### config.mk
export PLATFORM = sky130hd
export DESIGN_NAME = alu_deco_seq
export DESIGN_NICKNAME = d
export VERILOG_FILES = /design/src/rtl/alu_deco_seq.sv
export SDC_FILE = /design/constraint.sdc
export NUM_CORES = 1
export LEC_CHECK = 0
export ABC_AREA = 1
export CORE_MARGIN = 4
export CORE_UTILIZATION = 30
export CTS_BUF_LIST = sky130_fd_sc_hd__clkbuf_4 sky130_fd_sc_hd__clkbuf_8
export DETAILED_ROUTE_END_ITERATION = 16
export PLACE_DENSITY = 0.81
export SETUP_SLACK_MARGIN = 0.3
export SYNTH_ARGS = -nofsm -noshare
export SYNTH_HDL_FRONTEND = slang
export SYNTH_SLANG_ARGS = --single-unit
### constraint.sdc
create_clock -name clk -period 0.8 [get_ports clk]
set_input_delay 0.08 -clock clk [delete_from_list [all_inputs] [get_ports clk]]
set_output_delay 0.08 -clock clk [all_outputs]
set_load 0.01 [all_outputs]
### src/rtl/alu_deco_seq.sv
`timescale 1ns/1ps
`default_nettype none
// ============================================================================
// Module   : alu_deco_seq
// Purpose  : Registered ALU-control decoder with a valid/ready handshake on
//            both sides. Single-cycle ops are presented one cycle after they
//            are accepted. When the M extension is built in, mul/div/rem ops
//            also spend MD_CYCLES iteration cycles (busy=1) before they are
//            presented.
// Config   : ALU_DECO_MEXT_EN - when defined, builds M-extension decode, the
//            ITER state, the iteration counter and the busy/mulDiv outputs.
//            When undefined, f7=0000001 R-type decodes to 7 (single cycle),
//            and mulDiv/busy are tied to 0.
// Ports    : clk        - clock, rising edge
//            rstN       - asynchronous active-low reset
//            op         - opcode (carried, not yet used by decode)
//            f7, f3     - funct7 / funct3
//            aluOp      - instruction class from the control unit
//            inValid    - request valid;  inReady  - request can be accepted
//            aluControl - registered ALU code (CTRL_W bits, zero-extended)
//            mulDiv     - held result is an M-extension op
//            outValid   - aluControl valid; outReady - consumer accepts
//            busy       - multi-cycle op in progress
// Revision : 1.0 - initial release
// ============================================================================
module alu_deco_seq #(
    parameter int CTRL_W    = 4,
    parameter int MD_CYCLES = 32
) (
    input  logic              clk,
    input  logic              rstN,
    input  logic [6:0]        op,
    input  logic [6:0]        f7,
    input  logic [2:0]        f3,
    input  logic [1:0]        aluOp,
    input  logic              inValid,
    output logic              inReady,
    output logic [CTRL_W-1:0] aluControl,
    output logic              mulDiv,
    output logic              outValid,
    input  logic              outReady,
    output logic              busy
);

    localparam logic [6:0] F7_ALT  = 7'b0100000;
    localparam logic [6:0] F7_MEXT = 7'b0000001;

    // Elaboration-time guard on the parameter ranges.
    if (CTRL_W < 4 || MD_CYCLES < 2) begin : g_param_check
        $error("alu_deco_seq: CTRL_W must be >= 4 and MD_CYCLES >= 2");
    end

    // op is carried for future opcode qualification; it has no effect yet.
    logic op_unused;
    assign op_unused = ^op;

    // ------------------------------------------------------------------
    // Combinational decode of the request currently on the inputs
    // ------------------------------------------------------------------
    logic [3:0] base_code;   // shared R/I-type table for f3 != 000
    logic [3:0] dec_code;
`ifdef ALU_DECO_MEXT_EN
    logic       dec_md;
`endif

    always_comb begin
        base_code = 4'd7;
        case (f3)
            3'b000:  base_code = 4'd0;
            3'b001:  base_code = 4'd6;
            3'b010:  base_code = 4'd5;
            3'b011:  base_code = 4'd10;
            3'b100:  base_code = 4'd4;
            3'b101:  base_code = (f7 == F7_ALT) ? 4'd9 : 4'd8;
            3'b110:  base_code = 4'd3;
            3'b111:  base_code = 4'd2;
            default: base_code = 4'd7;
        endcase
    end

    always_comb begin
        dec_code = 4'd7;
`ifdef ALU_DECO_MEXT_EN
        dec_md   = 1'b0;
`endif
        case (aluOp)
            2'b00: dec_code = 4'd0;
            2'b01: dec_code = 4'd1;
            2'b10: begin
                if (f7 == F7_MEXT) begin
`ifdef ALU_DECO_MEXT_EN
                    dec_md = 1'b1;
                    case (f3[2:1])
                        2'b10:   dec_code = 4'd13;
                        2'b11:   dec_code = 4'd14;
                        default: dec_code = 4'd12;
                    endcase
`else
                    dec_code = 4'd7;
`endif
                end else if (f3 == 3'b000) begin
                    dec_code = (f7 == F7_ALT) ? 4'd1 : 4'd0;
                end else begin
                    dec_code = base_code;
                end
            end
            2'b11: dec_code = base_code;   // f3=000 -> add regardless of f7
            default: dec_code = 4'd7;
        endcase
    end

    // ------------------------------------------------------------------
    // Control FSM
    // ------------------------------------------------------------------
    typedef enum logic [1:0] {
        IDLE = 2'd0,
        HOLD = 2'd1
`ifdef ALU_DECO_MEXT_EN
        ,
        ITER = 2'd2
`endif
    } state_t;

    state_t state;
    state_t state_nxt;
    state_t start_state;    // where an accepted request goes
    logic   accept;

`ifdef ALU_DECO_MEXT_EN
    localparam int                CNT_W    = $clog2(MD_CYCLES);
    localparam logic [CNT_W-1:0] CNT_LOAD = CNT_W'(MD_CYCLES - 1);
    logic [CNT_W-1:0] cnt;

    assign start_state = dec_md ? ITER : HOLD;
`else
    assign start_state = HOLD;
`endif

    assign accept = inValid & inReady;

    always_ff @(posedge clk or negedge rstN) begin
        if (!rstN) begin
            state      <= IDLE;
            aluControl <= '0;
        end else begin
            state <= state_nxt;
            if (accept) begin
                aluControl <= CTRL_W'(dec_code);
            end
        end
    end

    always_comb begin
        state_nxt = state;
        inReady   = 1'b0;
        outValid  = 1'b0;
        case (state)
            IDLE: begin
                inReady = 1'b1;
                if (inValid) begin
                    state_nxt = start_state;
                end
            end
`ifdef ALU_DECO_MEXT_EN
            ITER: begin
                if (cnt == '0) begin
                    state_nxt = HOLD;
                end
            end
`endif
            HOLD: begin
                outValid = 1'b1;
                // Retiring and accepting on the same edge gives 1/cycle
                // throughput for back-to-back single-cycle ops.
                if (outReady) begin
                    inReady   = 1'b1;
                    state_nxt = inValid ? start_state : IDLE;
                end
            end
            default: state_nxt = IDLE;
        endcase
    end

    // ------------------------------------------------------------------
    // M-extension iteration counter and flags
    // ------------------------------------------------------------------
`ifdef ALU_DECO_MEXT_EN
    always_ff @(posedge clk or negedge rstN) begin
        if (!rstN) begin
            cnt    <= '0;
            mulDiv <= 1'b0;
        end else begin
            if (accept) begin
                mulDiv <= dec_md;
            end
            if (accept && dec_md) begin
                cnt <= CNT_LOAD;
            end else if (state == ITER && cnt != '0) begin
                cnt <= cnt - CNT_W'(1);
            end
        end
    end

    assign busy = (state == ITER);
`else
    assign mulDiv = 1'b0;
    assign busy   = 1'b0;
`endif

endmodule
`default_nettype wire

-- Word level (Yosys, flattened, before mapping)
Index checks and enable logic that the tools add are counted.
- muxes and demuxes: 13
- bitwise gates (word level): 1
- reduce and logical (&&, ||, !) cells: 4
- eq/ne operators: 15
- operators by type and width (kind ; count):
    case mux 4 bit (8 select lines) ; 1
    case mux 4 bit (4 select lines) ; 1
    == test 3 bit (second input constant) ; 4
    2-to-1 mux 4 bit ; 2
    == test 7 x 1 -> 1 bit (second input constant) ; 1
    == test 7 x 6 -> 1 bit (second input constant) ; 1
    == test 3 x 2 -> 1 bit (second input constant) ; 2
    2-to-1 mux 1 bit ; 5
    == test 2 x 1 -> 1 bit (second input constant) ; 2
    == test 2 bit (second input constant) ; 2
    logical NOT 2 bit ; 2
    2-to-1 mux 2 bit ; 2
    inequality test 2 bit (second input constant) ; 2
    case mux 2 bit (2 select lines) ; 1
    == test 3 x 1 -> 1 bit (second input constant) ; 1
    logical NOT 3 bit ; 1
    case mux 1 bit (2 select lines) ; 1
    AND reduction 2 bit ; 1
    bitwise AND 1 bit ; 1
- logic and storage cells: 35
- register bits: 6
- output and inout bits: 8
- input bits: 23

-- Longest topological paths before layout
Gate-level depths: netlist of run 1.
- word-level depth: 6
- depth in mapped cells: 8
- depth with buffers taken out: 8

-- Worst setup path before layout of run 1
No wires, ideal clock.
- path kind: register -> register
- start: reg state[0]
- end: reg aluControl[3]
- required time: 735 ps
- arrival time: 858 ps
- setup time: 65 ps
- path slack: -123 ps
- period minus slack after synthesis: 923 ps
- cell stages (with the launch flop): 6
- path through: dfrtp_1 -> nand2_2 -> nand2_4 -> nor2_2 -> nand3b_1 -> nand2_1
- longest elaborated chain between the ends: 3
- elaborated cells on any way between the ends: 4
- ends and longest elaborated chain (item ; RTL line ; text):
    from (decl) ; 124 ; state_t state;
    from (signal assigned) ; 146 ; state <= state_nxt;
    == test 2 x 1 -> 1 bit or logical NOT 2 bit (tied branches) ; 157 ; case (state)
    case mux 1 bit (2 select lines) * ; 157 ;
    named net inReady ; 37 ; output logic inReady,
    bitwise AND 1 bit * ; 139 ; assign accept = inValid & inReady;
    to (signal assigned) ; 148 ; aluControl <= CTRL_W'(dec_code);
    to (decl) ; 38 ; output logic [CTRL_W-1:0] aluControl,
The timed path passes the listed nets; every way through them passes the cells marked *.
A chain may end at the register's enable or synchronous reset.

-- Final worst setup path of run 1
- start: reg state[0]
- end: reg aluControl[3]
- longest elaborated chain between the ends: 3
- elaborated cells on any way between the ends: 4
- ends and longest elaborated chain (item ; RTL line):
    == test 2 x 1 -> 1 bit or logical NOT 2 bit (tied branches) ; 157
    case mux 1 bit (2 select lines) * ; 157
    bitwise AND 1 bit * ; 139
Mark *: on every way between the ends. The rest lies on a longest branch, timed or not.

==> impl_metrics.ini, run 1 <==
[sta]
tns_ps = -708.1
fin_ws_ps = -127.2
finClkSkew_ps = 0.7758
max_freq_ghz = 1.079
rsz0062_at_grt = true
slew_viol_final = 0
setup_viol = 11
finalCriticalPeriod_ps = 927.2
fin_crit_sh = 1.159
fin_hold_ws_ps = 69.92
hold_viol = 0

[placed_design]
dpl.hpwl_um = 734
portBuffers = 21
gp_congestion = 0.7954

[floorplan]
initial_utilization = 0.3386
die_w_um = 44.59
io_pins = 31
num_rows = 12
die_h_um = 44.59
fp.dieArea_um2 = 1988
core_area_um2 = 1186

[clock_network]
cts_made_buffers = 3
htreeDepth = 1
cts-hold-fix-buffers = 0
cts_tree = yes
cts.sink_count = 5
ctsRootBufferMaster = clkbuf_4
clock_tree.buffer_depth = 2
clock_latency_ps = 230
clk_pin_slew_ps = 40

[drt]
vias = 449
drtAntennaViolNets = 0
wl_per_cell_um = 8.123
drc_errors = 0
drtIter0Drc = 7
dr.pass1.iters = 4
routed_wl_um = 861
avgViaCountPerCell = 4.236

[final_layout]
syn2layout_area_growth_pct = 73.52
utilization = 0.5876
drive_gt1_frac = 0.3478
n_antenna_cell = 0
fin_nets = 116

[synth]
synth.top_cell.area_share = 0.3115
synth-main-ff-cell = dfrtp_1
post_synth_instance_area_um2 = 401.6
yosysWarnings = 0
synth.most_common_cell = nand2_1
async_reset_ff_frac = 1.000
ys_seq_area_frac = 0.3115
ys_types = 16
synth.area.top_cells = dfrtp_1, nand2_1, nor2_2
synth_top_area_cell = dfrtp_1
synth_common_cells = nand2_1, nor2_2, inv_1
syn_avg_cell_area_um2 = 6.584
synth.ff_latch_count = 5
synthCells = 61
synth_edf_count = 0

[setup_path]
cp.required_ps = 970
crit_type = reg -> reg
worstPathArrival_ps = 1100
path_cells = nand2_2, buf_6, nand2_8, nor2_4, nand3b_1, nand2_1
cp-start-kind = flop
cp_slowest_stage_delay_ps = 380
reg2reg_slack_ps = -130
cpMaxStageDelayCell = dfrtp_1
crit_fanout = 7
cp-end-kind = flop

[power_and_ir_drop]
power_density_nw_per_um2 = 1332
peakVddDrop_mv = 0.4896
switchingPower_uw = 246.3
leakage_uw = 0.0003715
pwr-share-seq = 0.320
total_power_uw = 928.2
power_switching_share = 0.2654
power_frac_comb = 0.347
power_frac_clock = 0.333
internal-power_uw = 681.9

[job]
maxCapViolCount = 0

[min_path]
hold_class = in -> async

[grt]
grt.total_usage = 0.09256
grt_pass1_wl_um = 1352
gr-total-overflow = 0
grt_start_max_net_pins = 8
grt_pass1_vias = 392
grt_antenna_before_repair = 0

[status]
status = finished, violations left
violations = setup timing
## state kept, by name, indices dropped and copies added, names as in the netlist
| register | cells |
|---|---|
| aluControl | 4 |
| state | 1 |
## cells by family (layout without fill, tap and decap cells)
kind of cell,Yosys count,after routing,synth area share
AO/OA/AOI/OAI,3,3,0.03737
flip-flops,5,5,0.3115
buffers and inverters,9,39,0.1028
other,1,2,0.009337
AND/OR/NAND/NOR,43,43,0.5389
## cell type report
cell class              count  area (µm²)
fillers                   129       489.2
multi-input cells          48       256.5
repair buffers             28       241.5
flip-flops and latches      5       125.1
clock buffers               4       30.03
inverters                   7       26.28
well taps                  14       17.52
## path summary, 6_finish.rpt
path	start	to	cells past startpoint
max	state[0]	aluControl[3]	6
min	rstN	aluControl[2]	1
max reg2reg	state[0]	aluControl[3]	6
min reg2reg	aluControl[3]	aluControl[3]	3
max in group asynchronous	rstN	aluControl[3]	1
min in group clk	f3[2]	aluControl[1]	5
## routing by layer
layer	up-vias	global-route usage	wire, µm	share of wire
li1	243	-	-	-
met1	184	0.08213	339	0.39
met2	20	0.1662	393	0.46
met3	2	0.03252	121	0.14
met4	0	0.07229	7	0.0081
met5	-	0	0	0
## cell usage in the layout, fill, tap and decap left out
| cell type | instances |
|---|---|
| nand2_2 | 3 |
| dfrtp_1 | 5 |
| nand2_8 | 1 |
| clkbuf_4 | 4 |
| inv_1 | 6 |
| nand3_1 | 2 |
| nand2_1 | 22 |
| buf_6 | 1 |
| nand3b_1 | 2 |
| nor2_1 | 3 |
| nor2_2 | 7 |
| a21oi_2 | 1 |
| o21ai_1 | 2 |
| or2_1 | 1 |
| dlymetal6s2s_1 | 2 |
| nor2_4 | 2 |
| conb_1 | 2 |
| buf_4 | 6 |
| inv_2 | 1 |
| clkdlybuf4s50_1 | 13 |
| buf_2 | 6 |
## repair_timing
item / in CTS / in global routing
resized for setup: 27 / 2
pin swaps: 1 / 0
endpoints found under the setup margin: 11 / 11
setup buffers: 1 / 1
## power by group through the flow
stage	logic, µW	registers (µW)	clock network [µW]
final	322	297	309
after global routing	349	301	340
after CTS	320	297	323
after detailed placement	331	302	0
after global placement	326	302	0
after floorplan	112	316	0
## stage by stage
stage / std cells / area [µm²] / setup slack, ps
2_1_floorplan: 62 / 410.4 / -96.98
3_3_place_gp: 100 / 660.6 / -436.4
3_5_place_dp: 100 / 660.6 / -444.1
4_1_cts: 105 / 684.4 / -125.7
5_1_grt: 106 / 696.9 / -183.6
6_report: 106 / 696.9 / -127.2
## worst max-delay path, delay by kind of cell (launching register included)
| kind | cells | cell delay (ps) |
|---|---|---|
| AND/OR/NAND/NOR | 5 | 370 |
| flip-flops | 1 | 380 |
| buffers and inverters | 1 | 120 |
No activity file was read; power rests on OpenSTA's default activity.
==> inputs of run 2 (changes only) <==
--- a/config.mk
+++ b/config.mk
@@ -6,11 +6,11 @@
 export NUM_CORES = 1
 export LEC_CHECK = 0
 export ABC_AREA = 1
-export CORE_MARGIN = 4
-export CORE_UTILIZATION = 30
+export CORE_AREA = 4 4 41 43
 export CTS_BUF_LIST = sky130_fd_sc_hd__clkbuf_4 sky130_fd_sc_hd__clkbuf_8
 export DETAILED_ROUTE_END_ITERATION = 16
-export PLACE_DENSITY = 0.81
+export DIE_AREA = 0 0 45 47
+export PLACE_DENSITY = 0.79
 export SETUP_SLACK_MARGIN = 0.3
 export SYNTH_ARGS = -nofsm -noshare
 export SYNTH_HDL_FRONTEND = slang
==> constraint.sdc (replaced) <==
create_clock -name clk -period 1.09 [get_ports clk]
set_input_delay 0.109 -clock clk [delete_from_list [all_inputs] [get_ports clk]]
set_output_delay 0.109 -clock clk [all_outputs]
set_load 0.01 [all_outputs]
==> run 2 against run 1 <==
Effect of this change:
- the run now ends clean
- non-clock buffer count grew 1
- first-iteration DRC count shrank 100%
- combinational power shrank 27%
- design area is the same
- setup slack gained 290 ps
- via count grew 4.5%
- critical path depth shrank 4
- routed wire length grew 17%
- sequential share of layout area is the same
- hold slack gained 11 ps
- power shrank 25%
- register-to-register slack gained 290 ps
==> impl_metrics.ini, run 2 (synthesis gave the netlist of run 1 again) <==
[sta]
slew_viol_final = 0
setup_viol = 0
fin_ws_ps = 158.7
max_freq_ghz = 1.074
hold_viol = 0
fin_crit_sh = 0.8544
rsz0062_at_grt = true
tns_ps = 0
finClkSkew_ps = 2.091
fin_hold_ws_ps = 81.26
finalCriticalPeriod_ps = 931.3

[drt]
met3_wirelength_um = 125
drc_errors = 0
drtIter0Drc = 0
top_layer = met4
routed_wl_um = 1011
wl_met2_um = 495
drtAntennaViolNets = 0
wl_met1_um = 361
vias = 469
dr.pass1.iters = 1
avgViaCountPerCell = 4.343
wl_per_cell_um = 9.361

[setup_path]
crit_fanout = 2
worstPathArrival_ps = 820
cp-start-kind = flop
cp-end-kind = output port
cp.required_ps = 980
crit_type = reg -> out

[clock_network]
cts-hold-fix-buffers = 0
htreeDepth = 1
ctsRootBufferMaster = clkbuf_4
clock_tree.buffer_depth = 2
cts.sink_count = 5
clock_latency_ps = 250
cts_tree = yes
clk_pin_slew_ps = 40
cts_made_buffers = 3

[final_layout]
largestRegisters = aluControl: 4 flops, state: 1 flops
largest_reg_flops = 4
multi_input_area_um2 = 256.5
finalInstanceArea_um2 = 696.9
syn2layout_area_growth_pct = 73.52
n_antenna_cell = 0
drive_gt1_frac = 0.3548
fin_nets = 117
mostFrequentLayoutCells = nand2_1, clkdlybuf4s50_1, nor2_2, buf_4
layout_commonest_cell = nand2_1
fillCellCount = 140
regArea_um2 = 125.1
final_cells = 108
largest_register = aluControl

[floorplan]
io_pins = 31
fp.dieArea_um2 = 2115
die_w_um = 45
initial_utilization = 0.3087
num_rows = 13
die_h_um = 47
core_area_um2 = 1301

[power_and_ir_drop]
power_density_nw_per_um2 = 999.9
peakVddDrop_mv = 0.2701
leakage_uw = 0.0003741

[grt]
grt_antenna_before_repair = 0
grt_pass1_vias = 432
grt.total_usage = 0.1095
grt_pass1_wl_um = 1559
gr-total-overflow = 0
grt_start_max_net_pins = 8

[placed_design]
dp_slack_ps = -210.2
portBuffers = 21
placed_cell_area_um2 = 639.4
place_inst = 98
gp_congestion = 0.7352
dpl.hpwl_um = 775

[status]
status = complete, no violations

[job]
maxCapViolCount = 0

[min_path]
hold_class = in -> async
## run 2: layout make-up
class | instances | share of cell area
Tap cell | 15 | 0.02693
Sequential cell | 5 | 0.1795
Clock buffer | 4 | 0.04309
Multi-Input combinational cell | 48 | 0.3680
Inverter | 7 | 0.03770
Timing Repair Buffer | 29 | 0.3447
## run 2: worst paths after layout
check | slack [ps] | cells after the start | startpoint | endpoint
max | 160 | 2 | state[0] | inReady
min | 80 | 1 | rstN | aluControl[3]
max reg2reg | 160 | 6 | state[0] | aluControl[3]
min reg2reg | 560 | 3 | aluControl[2] | aluControl[2]
max in group asynchronous | 820 | 1 | rstN | aluControl[0]
min in group clk | 300 | 4 | f3[0] | aluControl[3]
## run 2: routing by layer
layer  track usage  up-vias
met1       0.09677      198
met2        0.1949       24
met5             0        -
li1              -      243
met4        0.1053        0
met3       0.03448        4
## run 2: timing repair
action,4_1_cts,5_1_grt
setup buffers,5,1
resized for setup,32,1
cloned,0,0
endpoints found under the setup margin,11,11
pin swaps,4,6
## run 2: worst max-delay path: stages, from the launching register on
cell and delay, ps:
dfrtp_1 380, nand2_2 70, buf_2 130
## run 2: where the power goes
group / internal (µW) / leakage (µW) / switching [µW]
Combinational: 126 / 0.000292 / 109
Clock: 163 / 0.0000184 / 80.2
Sequential: 208 / 0.0000636 / 10.5
Total: 497 / 0.000374 / 200
## run 2: through the flow
step | utilization | total power [µW]
2_1_floorplan | - | 314.1
3_3_place_gp | 0.4913 | 438.6
3_5_place_dp | 0.4913 | 443.5
4_1_cts | 0.5279 | 702.1
5_1_grt | 0.5356 | 739.5
6_report | 0.5356 | 696.8
==> inputs of run 3 (changes only) <==
--- a/config.mk
+++ b/config.mk
@@ -6,10 +6,11 @@
 export NUM_CORES = 1
 export LEC_CHECK = 0
 export ABC_AREA = 1
-export CORE_AREA = 4 4 41 43
+export CORE_AREA = 2 2 39 41
 export CTS_BUF_LIST = sky130_fd_sc_hd__clkbuf_4 sky130_fd_sc_hd__clkbuf_8
 export DETAILED_ROUTE_END_ITERATION = 16
-export DIE_AREA = 0 0 45 47
+export DIE_AREA = 0 0 41 43
+export GPL_ROUTABILITY_DRIVEN = 0
 export PLACE_DENSITY = 0.79
 export SETUP_SLACK_MARGIN = 0.3
 export SYNTH_ARGS = -nofsm -noshare
==> run 3 against run 2 <==
Effect of this change:
- sequential share of layout area is 0.50 points lower
- register-to-register slack about the same
- clock power decreased by 2%
- utilization down 1.7 points
- hold slack better by 7.1 ps
- routed wire length shrank 2.9%
- first-iteration DRC count grew 4
- largest power group unchanged
- non-clock buffer count fell by 2
- fmax about the same
- die area down 17%
==> impl_metrics.ini, run 3 (synthesis gave the netlist of run 1 again) <==
[power_and_ir_drop]
switchingPower_uw = 191.6
power_frac_comb = 0.333
peakVddDrop_mv = 0.2980
pwr-share-seq = 0.319
power_density_nw_per_um2 = 955.0
internal-power_uw = 493.1
power_switching_share = 0.2798
power_frac_clock = 0.347
leakage_uw = 0.0004427

[sta]
finClkSkew_ps = 1.011
fin_ws_ps = 159.2
max_freq_ghz = 1.074
hold_viol = 0
setup_viol = 0
fin_crit_sh = 0.8540
slew_viol_final = 0
finalCriticalPeriod_ps = 930.8
rsz0062_at_grt = true

[grt]
grt_pass1_wl_um = 1580
gr-total-overflow = 0
grt_antenna_before_repair = 0
grt_pass1_vias = 420
grt_start_max_net_pins = 8
grt.total_usage = 0.1324

[setup_path]
worstPathArrival_ps = 1110
crit_type = reg -> reg
r2r_start = state[0]
cp.required_ps = 1270
cp-start-kind = flop
crit_fanout = 7
cp-end-kind = flop
rr_worst_depth = 6
reg2reg_slack_ps = 160
r2r_end = aluControl[3]

[clock_network]
cts.sink_count = 5
cts-hold-fix-buffers = 0
htreeDepth = 1
clk_pin_slew_ps = 40
clock_latency_ps = 240
cts_tree = yes
clock_tree.buffer_depth = 2
cts_made_buffers = 3
ctsRootBufferMaster = clkbuf_4

[placed_design]
portBuffers = 21
placed_cell_area_um2 = 640.6
dp_slack_ps = -217.0

[drt]
wl_per_cell_um = 9.178
drtIter0Drc = 4
dr.pass1.iters = 2
drtAntennaViolNets = 0
avgViaCountPerCell = 4.206
routed_wl_um = 982
drc_errors = 0
vias = 450

[final_layout]
largest_reg_flops = 4
multi_input_area_um2 = 256.5
finalInstanceArea_um2 = 716.9
mostFrequentLayoutCells = nand2_1, dlymetal6s2s_1, nor2_2, inv_1
n_antenna_cell = 0
largest_register = aluControl
regArea_um2 = 125.1
fillCellCount = 157
utilization = 0.5181
layout_commonest_cell = nand2_1
largestRegisters = aluControl: 4 flops, state: 1 flops
fin_nets = 115
drive_gt1_frac = 0.3407
syn2layout_area_growth_pct = 78.50

[min_path]
hold_class = in -> async

[floorplan]
core_area_um2 = 1384
fp.dieArea_um2 = 1763
num_rows = 14
io_pins = 31
initial_utilization = 0.2902
die_w_um = 41
die_h_um = 43

[job]
maxCapViolCount = 0

[status]
status = complete, no violations
## run 3: how the worst max path moves through the flow
stage                  start       endpoint  cells past startpoint
floorplan           state[0]  aluControl[3]                      5
global placement    outReady        inReady                      4
detailed placement  outReady        inReady                      4
CTS                 state[0]  aluControl[3]                      6
global route        state[0]  aluControl[3]                      6
finish              state[0]  aluControl[3]                      6
## run 3: layer usage
layer | wire length [µm] | global-route usage
met2 | 531 | 0.2188
met5 | 0 | 0
met4 | 0 | 0.1000
met1 | 342 | 0.1410
met3 | 108 | 0.01571
## run 3: per-stage QoR
step	instances	power, µW	hold slack, ps	setup TNS (ps)
final	107	684.7	88.33	0
after CTS	106	693.5	86.32	0
after global placement	99	437.9	343.0	-452.7
after floorplan	62	314.1	-186.6	0
after detailed placement	99	444.5	347.7	-568.0
after global routing	107	729.0	104.4	0
## run 3: what timing repair did
| item | 4_1_cts | 5_1_grt |
|---|---|---|
| pin swaps | 0 | 5 |
| setup endpoints to repair | 11 | 11 |
| gates resized for setup | 27 | 12 |
| setup buffers | 3 | 1 |
## run 3: critical path, cell delays in order, from the launching register on
cell and delay (ps):
dfrtp_1 380, nand2_2 70, buf_6 110, nand2_8 60, nor2_4 100, nand3b_1 80, nand2_1 60
## run 3: power by group through the flow
stage,clock network (µW),logic (µW),registers (µW)
4_1_cts,251,225,218
3_3_place_gp,0,216,222
5_1_grt,251,257,221
3_5_place_dp,0,222,222
2_1_floorplan,0,81.9,232
6_report,238,228,219
## run 3: area by class of cell
cell class	instances	area share
Multi-Input combinational cell	48	0.3578
Tap cell	16	0.02792
Inverter	7	0.03665
Sequential cell	5	0.1745
Timing Repair Buffer	27	0.3613
Clock buffer	4	0.04188
